**src/rtl/ttl_pkg.sv**
```systemverilog
// Shared definitions for the TTL-family logic models: 74259 mode encoding and decode helper.
package ttl_pkg;

  localparam int TTL74259_NLATCH = 8;

  // Mode is indexed by the sampled {CLR_n, G_n} pair.
  typedef enum logic [1:0] {
    DEMUX      = 2'b00,
    CLEAR      = 2'b01,
    ADDR_LATCH = 2'b10,
    MEMORY     = 2'b11
  } ttl74259_mode_e;

  function automatic logic [TTL74259_NLATCH-1:0] ttl74259_onehot(input logic [2:0] sel);
    logic [TTL74259_NLATCH-1:0] v;
    v = {{(TTL74259_NLATCH-1){1'b0}}, 1'b1} << sel;
    return v;
  endfunction

endpackage

```
**src/rtl/ttl_74259_chk.sv**
```systemverilog
// Simulation checker for ttl_74259: select lines must be known whenever the
// latch is enabled.
module ttl_74259_chk (
  input logic       CLK,
  input logic       RST,
  input logic       G_n,
  input logic [2:0] S
);

  // Flag an unknown select on any enabled edge.
  always_ff @(posedge CLK) begin
    if (!RST && (G_n === 1'b0)) begin
      assert (!$isunknown(S))
        else $error("ttl_74259: X/Z on S while G_n=0");
    end
  end

endmodule

```
**src/rtl/ttl_sync2.sv**
```systemverilog
// Width-parameterised two-flop synchroniser with asynchronous active-high reset
// and a reset value parameter; shared by TTL models that accept async inputs.
module ttl_sync2 #(
  parameter int               WIDTH     = 1,
  parameter logic [WIDTH-1:0] RESET_VAL = '0
) (
  input  logic             clk,
  input  logic             rst,
  input  logic [WIDTH-1:0] d,
  output logic [WIDTH-1:0] q
);

  logic [WIDTH-1:0] meta_r;
  logic [WIDTH-1:0] sync_r;

  // Two-stage capture chain.
  always_ff @(posedge clk or posedge rst) begin
    if (rst) begin
      meta_r <= RESET_VAL;
      sync_r <= RESET_VAL;
    end else begin
      meta_r <= d;
      sync_r <= meta_r;
    end
  end

  assign q = sync_r;

endmodule

```
**src/rtl/ttl_74259.sv**
```systemverilog
// Clocked model of the TTL 74259 8-bit addressable latch.
// Define TTL_74259_SYNC_EN to pass all inputs through a 2-flop synchroniser (latency 3).
module ttl_74259
  import ttl_pkg::*;
#(
  parameter logic [7:0] RESET_VAL = 8'h00
) (
  input  logic       CLK,
  input  logic       RST,
  input  logic       G_n,
  input  logic       CLR_n,
  input  logic [2:0] S,
  input  logic       D,
  output logic [7:0] Q
);

  logic           g_n_s;
  logic           clr_n_s;
  logic [2:0]     s_s;
  logic           d_s;
  ttl74259_mode_e mode_s;
  logic [7:0]     sel_s;
  logic [7:0]     q_nxt_s;
  logic [7:0]     q_r;

`ifdef TTL_74259_SYNC_EN
  // Reset value puts the synchronised controls in MEMORY mode.
  ttl_sync2 #(
    .WIDTH     (6),
    .RESET_VAL (6'b110000)
  ) u_sync (
    .clk (CLK),
    .rst (RST),
    .d   ({G_n, CLR_n, S, D}),
    .q   ({g_n_s, clr_n_s, s_s, d_s})
  );
`else
  assign g_n_s   = G_n;
  assign clr_n_s = CLR_n;
  assign s_s     = S;
  assign d_s     = D;
`endif

  assign mode_s = ttl74259_mode_e'({clr_n_s, g_n_s});
  assign sel_s  = ttl74259_onehot(s_s);

  // Next-state decode of the latch bank from the current mode.
  always_comb begin
    q_nxt_s = q_r;
    case (mode_s)
      ADDR_LATCH: q_nxt_s = (q_r & ~sel_s) | (d_s ? sel_s : 8'h00);
      MEMORY:     q_nxt_s = q_r;
      DEMUX:      q_nxt_s = d_s ? sel_s : 8'h00;
      CLEAR:      q_nxt_s = 8'h00;
      default:    q_nxt_s = q_r;
    endcase
  end

  // Latch bank register; reset wins over any coincident edge.
  always_ff @(posedge CLK or posedge RST) begin
    if (RST) begin
      q_r <= RESET_VAL;
    end else begin
      q_r <= q_nxt_s;
    end
  end

  assign Q = q_r;

  ttl_74259_chk u_chk (
    .CLK (CLK),
    .RST (RST),
    .G_n (g_n_s),
    .S   (s_s)
  );

endmodule

```
**config.mk**
```make
export PLATFORM = sky130hd
export DESIGN_NAME = ttl_74259
export DESIGN_NICKNAME = d
export VERILOG_FILES = /design/src/rtl/ttl_pkg.sv /design/src/rtl/ttl_74259_chk.sv /design/src/rtl/ttl_sync2.sv /design/src/rtl/ttl_74259.sv
export SDC_FILE = /design/constraint.sdc
export NUM_CORES = 1
export LEC_CHECK = 0
export BUFFER_PORTS_ARGS = -buffer_cell sky130_fd_sc_hd__buf_2
export CAP_MARGIN = 20
export CORE_AREA = 2 2 39 41
export DETAILED_ROUTE_END_ITERATION = 16
export DIE_AREA = 0 0 41 43
export HOLD_SLACK_MARGIN = 0.12
export PLACE_DENSITY = 0.6
export SETUP_SLACK_MARGIN = 0.1
export SYNTH_ARGS = -nofsm -noshare
export SYNTH_HDL_FRONTEND = slang
export SYNTH_SLANG_ARGS = --single-unit
```
**constraint.sdc**
```tcl
create_clock -name CLK -period 0.8 [get_ports CLK]
set_input_delay 0.2 -clock CLK [delete_from_list [all_inputs] [get_ports CLK]]
set_output_delay 0.2 -clock CLK [all_outputs]
set_load 0.01 [all_outputs]
```
# ---- After elaboration in Yosys (flattened, before gate mapping)
# Cells that the tools add are included.
dict set report totals {
  inputBits 8
  romBits 0
  latch_bits 0
  mem_bits_rw 0
  elab_cells 11
  reg_bits 8
  memories 0
  out_inout_bits 8
}
dict set report classes {
  eq_ne 3
  div 0
  shift 1
  reduce_logical 1
  n_lt_le_gt_ge 0
  n_mux 2
  addsub 0
  multipliers 0
  bitwise 3
}
# cell count
set ops {}
lappend ops {{$pmux W8 S3} 1}
lappend ops {{$and A8 B8 Y8} 1}
lappend ops {{$mux W8} 1}
lappend ops {{$not A8 Y8} 1}
lappend ops {{$or A8 B8 Y8} 1}
lappend ops {{$shl A1 B3 Y8 const A} 1}
lappend ops {{$eq A2 B2 Y1 const B} 2}
lappend ops {{$eq A2 B1 Y1 const B} 1}
lappend ops {{$logic_not A2 Y1} 1}

# ---- Longest topological paths before layout
dict set report depth {
  word_depth 5
  ltp_mapped 3
  depth_no_buf 2
}

# ---- Worst setup path before layout
# No wires, ideal clock.
dict set report synth_path {
  kind {input to register}
  startpoint {in S[1]}
  endpoint {reg with a tool-made name}
  required_time_ns 0.721
  arrival_ns 0.739
  setup_slack_ns -0.019
  setup_time_ns 0.079
  path_buffers 0
  path_stages 2
  cell_sequence {nor4b_1 > mux2i_1}
}
# element line_no
set synth_lines {}
lappend synth_lines {{from (decl)} ttl_74259.sv:12} ;# input logic [2:0] S,

==> impl_metrics.csv <==
group,metric,value,unit
floorplan,fp.dieArea,1763,sq um
layout,syn2layout_area_growth,60.31,%
worst_setup_path,cpMaxStageDelayCell,"dfrtp_1",
routing,num_vias,336,
yosys,ys_ff_latch,8,
worst_setup_path,startpoint_type,"flop",
floorplan,core_area,1384,sq um
routing,viasPerCell,4.732,
worst_setup_path,crit_buf_inv,1,
routing,drc,0,
sta,drv_slew,0,
clock_tree,clock-sinks,8,
sta,fin_crit_sh,122.3,%
power,p_leak,0.2996,nW
min_path,worstHoldStart,"G_n",
routing,ant_nets,0,
routing,routed_wl,868,microns
placed_design,dpl.cell_count,65,
yosys,synth_fp_nets,43,
sta,setup_tns,-1.297,ns
clock_tree,clockRootBuffer,"clkbuf_4",
layout,stdcell_area,641.9,sq um
min_path,min_path_type,"primary input to flop",
worst_setup_path,worst-setup-path-type,"flop to output pin",
sta,fin_skew,0,ns
floorplan,start_util,28.93,%
run_status,outcome,"complete, but fails checks",
grt,grt_max_degree,9,
sta,worst_pin_slew,0.2268,ns
sta,finalSetupViolations,8,
layout,layoutNonFillerInstCount,71,
layout,post_route_cells_drive_above_1_share,54.55,%
sta,setup_ws,-0.1781,ns
yosys,synthCells,35,
placed_design,port_buffers,15,
grt,grt_use_total,10.84,%
sta,rsz0062_at_grt,"yes",
grt,overflow,0,
layout,fin_util,46.38,%
yosys,yosys_warnings,0,
placed_design,gp_congestion,0.6868,
clock_tree,clk_path_buf_depth,2,
power,power_density,1391,nW/um^2
layout,num_antenna_cells,0,
routing,drtPass1Iterations,4,
clock_tree,cts_tree,"built",
clock_tree,cts_made_buffers,3,
yosys,synth_area,400.4,sq um
grt,antenna_found_initial,0,
floorplan,ioPinCount,16,
sta,max_freq,1022,MHz
floorplan,dieHeight,43,microns
yosys,synth_cell_types,9,
worst_setup_path,critPathTopFamily,"flip-flops",
run_status,violations,"setup timing",
worst_setup_path,crit_cells,1,
sta,relSlewSlack,84.82,%
worst_setup_path,worst_ep_arrival_time,0.78,ns
yosys,avgSynthCellArea,11.44,sq um
min_path,holdPathStages,3,
placed_design,dpl.hpwl,638.7,microns
routing,post_drt_wl_per_cell,12.23,microns
sta,finalHoldViolations,0,
worst_setup_path,path_cells,"buf_2",
grt,grt_pass1_wl,1297,microns
yosys,synthDominantCellAreaShare,50.00,%
sta,min_period,0.9781,ns
clock_tree,htree_levels,1,
power,ir_drop,0.0006422,V
clock_tree,insertion_delay,0.24,ns
clock_tree,clkTransAtPathRegs,0.05,ns
run,cap_violations,0,
routing,drt_iter0_drc,5,
layout,nFillCells,136,
worst_setup_path,rr_worst_depth,3,
layout,fin_nets,65,
placed_design,postPlaceCellArea,551.8,sq um
floorplan,fp.dieW,41,microns
grt,grt_pass1_vias,299,
worst_setup_path,required,0.60,ns
worst_setup_path,crit_path_end_kind,"output pin",
yosys,ys_seq_area_share,50.00,%
worst_setup_path,critPathMaxFanout,2,
floorplan,rows,14,
yosys,yosysTopAreaCell,"dfrtp_1",
worst_setup_path,r2r_slack,0.05,ns
worst_setup_path,cp_slowest_stage_delay,0.39,ns
yosys,yosys-top-cells-area,"dfrtp_1 (50%), mux2i_1 (20%), and4bb_2 (9.4%)",
## through the flow
step                total power, mW  setup slack, ns  hold slack [ns]
global placement             0.5675          -0.1878           0.1613
detailed placement           0.5688          -0.2011           0.1568
global route                 0.9440          -0.2102           0.2472
finish                       0.8928          -0.1781           0.2549
floorplan                    0.4974          0.07550          0.01566
CTS                          0.8848          -0.1819           0.2580
## cell families after synthesis
| kind of cell | Yosys count | synth area share, % |
|---|---|---|
| AND/OR/NAND/NOR | 16 | 27.19 |
| buffers and inverters | 3 | 2.812 |
| multiplexers | 8 | 20.00 |
| flip-flops | 8 | 50.00 |
## where the power goes
part	internal, mW	switching [mW]
combinational	0.0810	0.0839
clock	0.171	0.130
sequential	0.419	0.00748
total	0.671	0.221
## how the worst max path moves through the flow
stage                     slack (ns)    to  start
after global routing           -0.21  Q[0]   flop
final                          -0.18  Q[0]   flop
after global placement         -0.19  flop    G_n
after detailed placement       -0.20  flop   S[0]
after floorplan                 0.08  flop   S[1]
after CTS                      -0.18  Q[1]   flop
## cell usage after synthesis
library cell  number
clkbuf_1           1
and4bb_2           3
nand2_1            8
nor4_1             1
dfrtp_1            8
mux2i_1            8
nor4b_1            3
nand4b_1           1
inv_1              2
## cell usage in the layout, fill, tap and decap left out
master          n
buf_12          1
buf_4           2
clkinvlp_4      1
nand4b_1        1
buf_2          11
nand2_1         6
mux2i_1         8
and4bb_2        3
buf_6           3
nor4b_4         3
nor4_4          1
dlygate4sd3_1   1
nand2_2         2
dfrtp_1         8
inv_1           1
clkbuf_4        3
## layer usage
layer  track usage, %  vias up  part of all wire [%]
li1                 -      169                     -
met1            17.22      160                    50
met2            13.44        7                    45
met3            1.571        0                   4.8
met4            6.000        0                     0
met5                0        -                     0
## repair_timing
item,4_1_cts,5_1_grt
hold buffers,1,0
gates cloned,0,0
pin swaps,2,2
gates resized for setup,5,8
endpoints found under the setup margin,14,21
endpoints found under the hold margin,8,0
setup buffers,0,2
## final cells by class
| class | instances | area [sq um] | share of cell area, % |
|---|---|---|---|
| repair buffers | 18 | 133.9 | 20.86 |
| flip-flops and latches | 8 | 200.2 | 31.19 |
| well taps | 16 | 20.02 | 3.119 |
| multi-input cells | 24 | 254.0 | 39.57 |
| clock buffers | 3 | 22.52 | 3.509 |
| inverters | 2 | 11.26 | 1.754 |
No activity file was read; power rests on OpenSTA's default activity.
